`src/rtl/rule_sram_pkg.sv`:
```
// Shared definitions for the rule-table SRAM arbiter: default widths,
// FSM state encoding, requester IDs and the 2-way round-robin pick.
package rule_sram_pkg;

  // Default rule-table geometry: 19-bit word address, 72-bit word (4 x 18-bit entries).
  localparam int unsigned SRAM_ADDR_WIDTH_DEF = 19;
  localparam int unsigned SRAM_DATA_WIDTH_DEF = 72;

  // FSM state encoding.
  localparam logic [1:0] IDLE    = 2'd0;
  localparam logic [1:0] RD_REQ  = 2'd1;
  localparam logic [1:0] RD_DATA = 2'd2;
  localparam logic [1:0] WR_REQ  = 2'd3;

  // Requester IDs.
  localparam logic REQ_LU   = 1'b0;
  localparam logic REQ_HOST = 1'b1;

  // Round-robin between the two requesters: on a tie the one not granted last wins.
  function automatic logic rr_pick(input logic lu_req, input logic host_req, input logic last);
    logic pick;
    if (lu_req && host_req) begin
      pick = (last == REQ_HOST) ? REQ_LU : REQ_HOST;
    end else if (lu_req) begin
      pick = REQ_LU;
    end else begin
      pick = REQ_HOST;
    end
    return pick;
  endfunction

endpackage

```
`src/rtl/rule_sram_arbiter_if.sv`:
```
// Bus bundle for the rule SRAM arbiter: lookup requester, host requester and
// the single SRAM read/write port. The arbiter uses the slave modport; the
// requesters and SRAM model sit on the master side.
interface rule_sram_arbiter_if #(
  parameter int unsigned SRAM_ADDR_WIDTH = rule_sram_pkg::SRAM_ADDR_WIDTH_DEF,
  parameter int unsigned SRAM_DATA_WIDTH = rule_sram_pkg::SRAM_DATA_WIDTH_DEF
);

  // Lookup requester (read-only).
  logic                       lu_req;
  logic [SRAM_ADDR_WIDTH-1:0] lu_addr;
  logic                       lu_grant;
  logic                       lu_vld;
  logic [SRAM_DATA_WIDTH-1:0] lu_data;

  // Host requester (read or write).
  logic                       host_req;
  logic                       host_rd_wr_L;
  logic [SRAM_ADDR_WIDTH-1:0] host_addr;
  logic [SRAM_DATA_WIDTH-1:0] host_wr_data;
  logic                       host_grant;
  logic                       host_done;
  logic [SRAM_DATA_WIDTH-1:0] host_rd_data;

  // SRAM read port.
  logic                       rd_0_req;
  logic [SRAM_ADDR_WIDTH-1:0] rd_0_addr;
  logic                       rd_0_ack;
  logic                       rd_0_vld;
  logic [SRAM_DATA_WIDTH-1:0] rd_0_data;

  // SRAM write port.
  logic                       wr_0_req;
  logic [SRAM_ADDR_WIDTH-1:0] wr_0_addr;
  logic [SRAM_DATA_WIDTH-1:0] wr_0_data;
  logic                       wr_0_ack;

  // Arbiter side.
  modport slave (
    input  lu_req, lu_addr,
    input  host_req, host_rd_wr_L, host_addr, host_wr_data,
    input  rd_0_ack, rd_0_vld, rd_0_data,
    input  wr_0_ack,
    output lu_grant, lu_vld, lu_data,
    output host_grant, host_done, host_rd_data,
    output rd_0_req, rd_0_addr,
    output wr_0_req, wr_0_addr, wr_0_data
  );

  // Requester / SRAM side.
  modport master (
    output lu_req, lu_addr,
    output host_req, host_rd_wr_L, host_addr, host_wr_data,
    output rd_0_ack, rd_0_vld, rd_0_data,
    output wr_0_ack,
    input  lu_grant, lu_vld, lu_data,
    input  host_grant, host_done, host_rd_data,
    input  rd_0_req, rd_0_addr,
    input  wr_0_req, wr_0_addr, wr_0_data
  );

endinterface

```
`src/rtl/rule_sram_arbiter.sv`:
```
// Two-way arbiter between a read-only lookup engine and a host onto a single
// rule-table SRAM port. One SRAM transaction is outstanding at a time; all
// outputs are registered.
// Build option: RULE_SRAM_LOOKUP_PRIO_EN gives lookup strict priority on ties
// and removes the last-winner register; otherwise ties alternate round-robin.
module rule_sram_arbiter
  import rule_sram_pkg::*;
#(
  parameter int unsigned SRAM_ADDR_WIDTH = SRAM_ADDR_WIDTH_DEF,
  parameter int unsigned SRAM_DATA_WIDTH = SRAM_DATA_WIDTH_DEF
) (
  input  logic              clk,
  input  logic              reset,
  rule_sram_arbiter_if.slave bus
);

  logic [1:0]                 state_q, state_d;
  logic                       owner_q, owner_d;
  logic [SRAM_ADDR_WIDTH-1:0] addr_q, addr_d;
  logic [SRAM_DATA_WIDTH-1:0] wdata_q, wdata_d;
  logic                       rd_req_q, rd_req_d;
  logic                       wr_req_q, wr_req_d;
  logic                       lu_grant_q, lu_grant_d;
  logic                       host_grant_q, host_grant_d;
  logic                       lu_vld_q, lu_vld_d;
  logic                       host_done_q, host_done_d;
  logic [SRAM_DATA_WIDTH-1:0] lu_data_q, lu_data_d;
  logic [SRAM_DATA_WIDTH-1:0] host_rd_data_q, host_rd_data_d;

  logic any_req;
  logic winner;
  logic rd_capture;

  assign any_req = bus.lu_req | bus.host_req;

`ifdef RULE_SRAM_LOOKUP_PRIO_EN
  // Lookup wins every tie; no history is kept.
  always_comb begin
    winner = bus.lu_req ? REQ_LU : REQ_HOST;
  end
`else
  logic last_q, last_d;

  // Pick the requester that did not win last time when both are asking.
  always_comb begin
    winner = rr_pick(bus.lu_req, bus.host_req, last_q);
    last_d = last_q;
    if ((state_q == IDLE) && any_req) begin
      last_d = winner;
    end
  end

  // Last-winner history; starts at host so lookup takes the first tie.
  always_ff @(posedge clk or negedge reset) begin
    if (!reset) begin
      last_q <= REQ_HOST;
    end else begin
      last_q <= last_d;
    end
  end
`endif

  // Read data is taken in RD_REQ when ack and vld coincide, else in RD_DATA.
  always_comb begin
    rd_capture = 1'b0;
    if (state_q == RD_REQ) begin
      rd_capture = bus.rd_0_ack & bus.rd_0_vld;
    end else if (state_q == RD_DATA) begin
      rd_capture = bus.rd_0_vld;
    end
  end

  // Next-state, SRAM request and completion-pulse logic.
  always_comb begin
    state_d        = state_q;
    owner_d        = owner_q;
    addr_d         = addr_q;
    wdata_d        = wdata_q;
    rd_req_d       = rd_req_q;
    wr_req_d       = wr_req_q;
    lu_grant_d     = 1'b0;
    host_grant_d   = 1'b0;
    lu_vld_d       = 1'b0;
    host_done_d    = 1'b0;
    lu_data_d      = lu_data_q;
    host_rd_data_d = host_rd_data_q;

    case (state_q)
      IDLE: begin
        if (any_req) begin
          owner_d = winner;
          if (winner == REQ_LU) begin
            // Lookup is read-only; its direction is implied.
            addr_d     = bus.lu_addr;
            lu_grant_d = 1'b1;
            rd_req_d   = 1'b1;
            state_d    = RD_REQ;
          end else begin
            addr_d       = bus.host_addr;
            wdata_d      = bus.host_wr_data;
            host_grant_d = 1'b1;
            if (bus.host_rd_wr_L) begin
              rd_req_d = 1'b1;
              state_d  = RD_REQ;
            end else begin
              wr_req_d = 1'b1;
              state_d  = WR_REQ;
            end
          end
        end
      end

      RD_REQ: begin
        if (bus.rd_0_ack) begin
          rd_req_d = 1'b0;
          state_d  = bus.rd_0_vld ? IDLE : RD_DATA;
        end
      end

      RD_DATA: begin
        if (bus.rd_0_vld) begin
          state_d = IDLE;
        end
      end

      WR_REQ: begin
        if (bus.wr_0_ack) begin
          wr_req_d    = 1'b0;
          host_done_d = 1'b1;
          state_d     = IDLE;
        end
      end

      default: begin
        state_d  = IDLE;
        rd_req_d = 1'b0;
        wr_req_d = 1'b0;
      end
    endcase

    // Route captured read data to whichever requester owns the transaction.
    if (rd_capture) begin
      if (owner_q == REQ_LU) begin
        lu_data_d = bus.rd_0_data;
        lu_vld_d  = 1'b1;
      end else begin
        host_rd_data_d = bus.rd_0_data;
        host_done_d    = 1'b1;
      end
    end
  end

  // State and output registers; reset aborts any access in flight.
  always_ff @(posedge clk or negedge reset) begin
    if (!reset) begin
      state_q        <= IDLE;
      owner_q        <= REQ_LU;
      addr_q         <= '0;
      wdata_q        <= '0;
      rd_req_q       <= 1'b0;
      wr_req_q       <= 1'b0;
      lu_grant_q     <= 1'b0;
      host_grant_q   <= 1'b0;
      lu_vld_q       <= 1'b0;
      host_done_q    <= 1'b0;
      lu_data_q      <= '0;
      host_rd_data_q <= '0;
    end else begin
      state_q        <= state_d;
      owner_q        <= owner_d;
      addr_q         <= addr_d;
      wdata_q        <= wdata_d;
      rd_req_q       <= rd_req_d;
      wr_req_q       <= wr_req_d;
      lu_grant_q     <= lu_grant_d;
      host_grant_q   <= host_grant_d;
      lu_vld_q       <= lu_vld_d;
      host_done_q    <= host_done_d;
      lu_data_q      <= lu_data_d;
      host_rd_data_q <= host_rd_data_d;
    end
  end

  // Both SRAM ports share the registered address, held stable for the whole request.
  assign bus.rd_0_req     = rd_req_q;
  assign bus.rd_0_addr    = addr_q;
  assign bus.wr_0_req     = wr_req_q;
  assign bus.wr_0_addr    = addr_q;
  assign bus.wr_0_data    = wdata_q;
  assign bus.lu_grant     = lu_grant_q;
  assign bus.lu_vld       = lu_vld_q;
  assign bus.lu_data      = lu_data_q;
  assign bus.host_grant   = host_grant_q;
  assign bus.host_done    = host_done_q;
  assign bus.host_rd_data = host_rd_data_q;

endmodule

```
`src/flat_wrapper.sv`:
```
// flat-port wrapper written by rule: the top's interface ports become plain ports
module rule_sram_arbiter_flat import rule_sram_pkg::*;
#(
  parameter int unsigned SRAM_ADDR_WIDTH = SRAM_ADDR_WIDTH_DEF,
  parameter int unsigned SRAM_DATA_WIDTH = SRAM_DATA_WIDTH_DEF
)
  (clk, reset, bus_lu_req, bus_lu_addr, bus_host_req, bus_host_rd_wr_L, bus_host_addr, bus_host_wr_data, bus_rd_0_ack, bus_rd_0_vld, bus_rd_0_data, bus_wr_0_ack, bus_lu_grant, bus_lu_vld, bus_lu_data, bus_host_grant, bus_host_done, bus_host_rd_data, bus_rd_0_req, bus_rd_0_addr, bus_wr_0_req, bus_wr_0_addr, bus_wr_0_data);
  rule_sram_arbiter_if #(.SRAM_ADDR_WIDTH(SRAM_ADDR_WIDTH), .SRAM_DATA_WIDTH(SRAM_DATA_WIDTH)) bus_i ();
  input  logic clk;
  input  logic reset;
  input wire logic [$bits(bus_i.lu_req)-1:0] bus_lu_req;
  input wire logic [$bits(bus_i.lu_addr)-1:0] bus_lu_addr;
  input wire logic [$bits(bus_i.host_req)-1:0] bus_host_req;
  input wire logic [$bits(bus_i.host_rd_wr_L)-1:0] bus_host_rd_wr_L;
  input wire logic [$bits(bus_i.host_addr)-1:0] bus_host_addr;
  input wire logic [$bits(bus_i.host_wr_data)-1:0] bus_host_wr_data;
  input wire logic [$bits(bus_i.rd_0_ack)-1:0] bus_rd_0_ack;
  input wire logic [$bits(bus_i.rd_0_vld)-1:0] bus_rd_0_vld;
  input wire logic [$bits(bus_i.rd_0_data)-1:0] bus_rd_0_data;
  input wire logic [$bits(bus_i.wr_0_ack)-1:0] bus_wr_0_ack;
  output wire logic [$bits(bus_i.lu_grant)-1:0] bus_lu_grant;
  output wire logic [$bits(bus_i.lu_vld)-1:0] bus_lu_vld;
  output wire logic [$bits(bus_i.lu_data)-1:0] bus_lu_data;
  output wire logic [$bits(bus_i.host_grant)-1:0] bus_host_grant;
  output wire logic [$bits(bus_i.host_done)-1:0] bus_host_done;
  output wire logic [$bits(bus_i.host_rd_data)-1:0] bus_host_rd_data;
  output wire logic [$bits(bus_i.rd_0_req)-1:0] bus_rd_0_req;
  output wire logic [$bits(bus_i.rd_0_addr)-1:0] bus_rd_0_addr;
  output wire logic [$bits(bus_i.wr_0_req)-1:0] bus_wr_0_req;
  output wire logic [$bits(bus_i.wr_0_addr)-1:0] bus_wr_0_addr;
  output wire logic [$bits(bus_i.wr_0_data)-1:0] bus_wr_0_data;
  assign bus_i.lu_req = bus_lu_req;
  assign bus_i.lu_addr = bus_lu_addr;
  assign bus_i.host_req = bus_host_req;
  assign bus_i.host_rd_wr_L = bus_host_rd_wr_L;
  assign bus_i.host_addr = bus_host_addr;
  assign bus_i.host_wr_data = bus_host_wr_data;
  assign bus_i.rd_0_ack = bus_rd_0_ack;
  assign bus_i.rd_0_vld = bus_rd_0_vld;
  assign bus_i.rd_0_data = bus_rd_0_data;
  assign bus_i.wr_0_ack = bus_wr_0_ack;
  assign bus_lu_grant = bus_i.lu_grant;
  assign bus_lu_vld = bus_i.lu_vld;
  assign bus_lu_data = bus_i.lu_data;
  assign bus_host_grant = bus_i.host_grant;
  assign bus_host_done = bus_i.host_done;
  assign bus_host_rd_data = bus_i.host_rd_data;
  assign bus_rd_0_req = bus_i.rd_0_req;
  assign bus_rd_0_addr = bus_i.rd_0_addr;
  assign bus_wr_0_req = bus_i.wr_0_req;
  assign bus_wr_0_addr = bus_i.wr_0_addr;
  assign bus_wr_0_data = bus_i.wr_0_data;
  rule_sram_arbiter #(.SRAM_ADDR_WIDTH(SRAM_ADDR_WIDTH), .SRAM_DATA_WIDTH(SRAM_DATA_WIDTH)) u_core (.clk(clk), .reset(reset), .bus(bus_i));
endmodule
```
`config.mk`:
```
export PLATFORM = sky130hd
export DESIGN_NAME = rule_sram_arbiter_flat
export DESIGN_NICKNAME = d
export VERILOG_FILES = /design/src/rtl/rule_sram_pkg.sv /design/src/rtl/rule_sram_arbiter_if.sv /design/src/rtl/rule_sram_arbiter.sv /design/src/flat_wrapper.sv
export SDC_FILE = /design/constraint.sdc
export NUM_CORES = 1
export LEC_CHECK = 0
export CAP_MARGIN = 10
export CORE_AREA = 5 5 173 175
export DETAILED_ROUTE_END_ITERATION = 10
export DIE_AREA = 0 0 178 180
export HOLD_SLACK_MARGIN = 0.1
export PLACE_DENSITY = 0.8
export SYNTH_ARGS = -nofsm -noshare
export SYNTH_HDL_FRONTEND = slang
export SYNTH_SLANG_ARGS = --single-unit
```
`constraint.sdc`:
```
create_clock -name clk -period 2 [get_ports clk]
set_clock_uncertainty 0.1 [all_clocks]
set_input_delay 0.4 -clock clk [delete_from_list [all_inputs] [get_ports clk]]
set_output_delay 0.4 -clock clk [all_outputs]
set_load 0.005 [all_outputs]
```
Word-level counts from Yosys, hierarchy flattened
Index checks and enable logic that the tools add are counted.
Word-level totals
  register bits: 245
  bits in latches: 0
  RAM bits: 0
  ROM bits: 0
  input bits: 190
  output and inout bits: 260
  logic and storage cells: 74
  memories kept: 0
Cells by class
  add/sub/neg operators: 0
  multipliers: 0
  divide/modulo/power cells: 0
  order comparisons: 0
  equal/unequal tests: 10
  shift operators: 0
  muxes and demuxes: 36
  bitwise logic cells: 3
  reduce and logical (&&, ||, !) cells: 12
Operators by type and width (count)
  $mux 1: 25
  $mux 19: 1
  $mux 2: 7
  $ne 2x2->1 const B: 4
  $pmux 2 s4: 1
  $reduce_and 4->1: 2
  $reduce_and 2->1: 3
  $reduce_and 5->1: 1
  $eq 2x2->1 const B: 2
  $ne 2x1->1 const B: 2
  $pmux 1 s2: 2
  $reduce_bool 2->1: 2
  $ne 3x3->1 const B: 1
  $reduce_and 3->1: 1
  $eq 2x1->1 const B: 1
  $logic_and 1x1->1: 2
  $logic_not 2->1: 1
  $and 1x1->1: 1
  $not 1->1: 1
  $or 1x1->1: 1

Depth between registers and ports, before layout
  word-level depth: 5
  gate-level depth with buffers: 5
  gate-level depth less buffers: 3

Worst setup path after synthesis
OpenSTA, ideal clock, no wires.
  kind: register to register
  start: reg u_core.state_q[1]
  end: reg u_core.host_rd_data_q[10] (netlist: u_core.bus.host_rd_data[10])
  library setup time: 0.125 ns
  arrival: 1.656 ns
  required time: 1.775 ns
  setup slack: 0.119 ns
  stages on the path, launching flop included: 6
  buffers on the path: 2
  period minus slack after synthesis: 1.881 ns
  cells stage by stage: dfrtp_1 -> buf_6 -> nand3b_4 -> a21oi_4 -> buf_12 -> mux2_4
Between the ends
  word-level cells in the longest chain between the ends: 4
  elaborated cells between the ends (all ways): 5
  classes of those cells: eq/ne: 2; mux: 2; reduce/logical: 1
Ends and longest elaborated chain
  start: declaration: line rule_sram_arbiter.sv:17  | logic [1:0] state_q, state_d;
  start signal: assignment: line rule_sram_arbiter.sv:169  | state_q <= state_d;
  $eq 2x2->1: line rule_sram_arbiter.sv:68  | end else if (state_q == RD_DATA) begin
  $mux 1: line rule_sram_arbiter.sv:68
  $mux 1 (*): line rule_sram_arbiter.sv:66  | if (state_q == RD_REQ) begin
  $reduce_and 2->1 (no source line) (*)
  end signal: assignment: line rule_sram_arbiter.sv:180  | host_rd_data_q <= host_rd_data_d;
  end: declaration: line rule_sram_arbiter.sv:28  | logic [SRAM_DATA_WIDTH-1:0] host_rd_data_q, host_rd_data_d;
Every way passes the cells marked *; elsewhere a longest branch is shown, timed or not.
A chain may end at the register's enable or synchronous reset.

Final worst setup path
  start: reg u_core.addr_q[2] (netlist: u_core.bus.rd_0_addr[2])
  end: out bus_wr_0_addr[2]
RTL lines
  start: declaration: line rule_sram_arbiter.sv:19  | logic [SRAM_ADDR_WIDTH-1:0] addr_q, addr_d;
  start signal: assignment: line rule_sram_arbiter.sv:171  | addr_q <= addr_d;
  end: declaration: line flat_wrapper.sv:30  | output wire logic [$bits(bus_i.wr_0_addr)-1:0] bus_wr_0_addr;
No word-level cell between the ends.

==> metrics.csv <==
stage,metric,value,unit
routing,wl_per_cell,19.8,um
die,die-area,0.0320,mm^2
yosys,yosys-top-cells-count,"244 x dfrtp_1, 137 x mux2_2, 69 x mux2_4, 22 x a21oi_1",
sta,hold_violations,0,
placement,dpl.cell_count,1461,
grt,grt_first_pass_wirelength,46000,um
cells_and_area,syn2layout_area_growth,61.0,%
yosys,netlist_instances,628,
clock_tree,clk_latency,0.52,ns
power,power_density,1580,mW/mm^2
grt,grt_overflow_total,0,
routing,dr_total_vias,7143,
clock_tree,numCtsBuffers,27,
critical_path,path_cells,clkdlybuf4s50_1,
critical_path,worstSetupPathType,reg -> out,
clock_tree,cts_tree,done,
sta,fmax,0.513,GHz
sta,setup_viol,0,
sta,tightest_slew,0.481,ns
sta,maxSlewViolCount,0,
power,vdd_drop_max,0.000890,V
critical_path,cp-start-kind,register,
cells_and_area,diodes,0,
sta,max_slew_margin,67.9,%
yosys,synth_cell_types,34,
yosys,synth_area_leader_cell,dfrtp_1,
die,ioPinCount,450,
routing,finalWirelength,29900,um
critical_path,cp.depth,1,
die,design.core.area,0.0283,mm^2
placement,place_hpwl,23400,um
sta,hold_ws,0.282,ns
yosys,async_reset_ff_share,100,%
critical_path,path_buf_inv,1,
routing,drtPass1Iterations,4,
routing,vias_per_cell,4.72,
grt,grt_util_all_layers,18.0,%
cells_and_area,fillCellCount,2241,
yosys,syn_avg_cell_area,15.8,um^2
grt,grt_antenna_before_repair,1,
clock_tree,cts.sinks,245,
die,start_util,35.0,%
critical_path,reg2reg_slack,0.16,ns
yosys,synth_area,0.00990,mm^2
critical_path,cp.required,1.50,ns
sta,period_share,97.4,%
flow_run,drv_cap,0,
critical_path,crit_fanout,3,
cells_and_area,fin_nets,1303,
worst_hold_path,hold_class,in -> async,
critical_path,cpLargestDelayFamily,buffers and inverters,
yosys,yosysWarningCount,0,
yosys,synth_area_leaders,"dfrtp_1 62%, mux2_2 16%, mux2_4 10%, buf_4 1.4%, buf_12 1.4%",
critical_path,cp_slowest_cell,clkdlybuf4s50_1,
die,die_height,180,um
critical_path,arrival,1.45,ns
power,power.leakage,6.83,nW
clock_tree,cts_max_path_buffers,3,
die,rows,62,
yosys,ys_seq_area_share,62.0,%
placement,portBuffers,449,
routing,first_iter_violations,307,
critical_path,slowest_delay,0.54,ns
critical_path,cp-end-kind,output pin,
cells_and_area,final_cells,1514,
yosys,synth_seq_cells,245,
placement,gp_congestion,0.821,
yosys,synth_nets,818,
clock_tree,h-tree-depth,1,
yosys,synth_ff_type,dfrtp_1,
sta,period_minus_slack,1.95,ns
clock_tree,cts-root-buf,clkbuf_16,
die,die_x,178,um
cells_and_area,drive_above_1_share,28.2,%
routing,detail-route-antenna-nets,0,
grt,grt_pass1_vias,7967,
clock_tree,clk_pin_slew,0.06,ns
yosys,synth_top_area_share,61.7,%
grt,grt_max_degree,54,
critical_path,rr_worst_depth,5,
yosys,synth.most_common_cell,dfrtp_1,
routing,drc,0,
status,status,"finished, final reports clean",
power,power,25.1,mW
yosys,synth_edf_count,0,
[flip-flops by register name (all words and copies together), names as in the netlist]
name and flops:
u_core.bus.host_done 1, u_core.bus.host_grant 1, u_core.bus.host_rd_data 72, u_core.bus.lu_data 72
u_core.bus.lu_grant 1, u_core.bus.lu_vld 1, u_core.bus.rd_0_addr 19, u_core.bus.rd_0_req 1
u_core.bus.wr_0_data 72, u_core.bus.wr_0_req 1, u_core.last_q 1, u_core.owner_q 1
u_core.state_q 2
[power breakdown]
| group | internal (mW) | switching (mW) | leakage (nW) |
|---|---|---|---|
| Combinational | 7.83 | 3.51 | 3.52 |
| Sequential | 7.51 | 1.62 | 2.91 |
| Clock | 2.72 | 1.91 | 0.407 |
[layout make-up]
| type | instances | area (um^2) | share of cell area, % |
|---|---|---|---|
| Clock buffer | 38 | 747 | 4.69 |
| Inverter | 3 | 11.3 | 0.0707 |
| Sequential cell | 245 | 6130 | 38.5 |
| Multi-Input combinational cell | 324 | 3340 | 21.0 |
| Tap cell | 384 | 480 | 3.02 |
| Clock inverter | 8 | 76.3 | 0.479 |
| Timing Repair Buffer | 512 | 5140 | 32.3 |
[metal layers]
| metal | track usage [%] | wire length [um] |
|---|---|---|
| met5 | 0 | 7 |
| met3 | 5.88 | 3040 |
| met1 | 20.8 | 10900 |
| met4 | 5.48 | 887 |
| met2 | 31.4 | 15100 |
[cell families after synthesis]
family          Yosys count  share of synthesized area [%]
flops                   245                           62.0
buf+inv                  59                           4.37
simple gates             39                           2.28
compound gates           68                           4.10
mux                     217                           27.3
[cell usage in the layout, fill, tap and decap left out, types with 4 or more instances in the layout]
cell | Yosys | final
mux2_4 | 69 | 69
a31oi_1 | 20 | 20
nand2_1 | 6 | 6
nand3_1 | 20 | 20
dlymetal6s2s_1 | 0 | 11
o21ai_0 | 19 | 19
a21oi_1 | 22 | 22
dfrtp_1 | 244 | 242
mux2_2 | 137 | 137
buf_12 | 7 | 12
clkdlybuf4s50_1 | 0 | 431
dlygate4sd2_1 | 0 | 6
mux2_1 | 10 | 10
clkbuf_1 | 14 | 8
clkinv_2 | 0 | 4
buf_4 | 19 | 50
clkbuf_16 | 0 | 27
[path summary, 6_finish.rpt]
check / start / to
max in group asynchronous: reset / u_core.bus.rd_0_req
worst max-delay path: u_core.bus.rd_0_addr[2] / bus_wr_0_addr[2]
worst max register to register: u_core.state_q[0] / u_core.bus.host_rd_data[48]
worst min-delay path: reset / u_core.bus.lu_data[37]
worst min register to register: u_core.bus.lu_data[62] / u_core.bus.lu_data[62]
min in group clk: bus_lu_addr[2] / u_core.bus.rd_0_addr[2]
[metrics by stage]
stage,setup TNS [ns],cell area [um^2],utilization [%],setup WS [ns]
6_report,0,15900,56.3,0.0513
5_1_grt,-0.00990,15900,56.3,-0.00990
4_1_cts,0,15900,56.1,0.00306
3_5_place_dp,-24.24,15000,53.1,-0.205
3_3_place_gp,-20.12,15000,53.1,-0.168
2_1_floorplan,0,9900,-,0.119
[repair_timing]
item | CTS | global route
hold buffers | 1 | 0
gates cloned | 0 | 0
gates resized for setup | 8 | 11
setup endpoints to repair | 11 | 16
buffers inserted | 3 | 3
endpoints found under the hold margin | 142 | 0
Note: power is estimated with default switching activity, not from simulation.
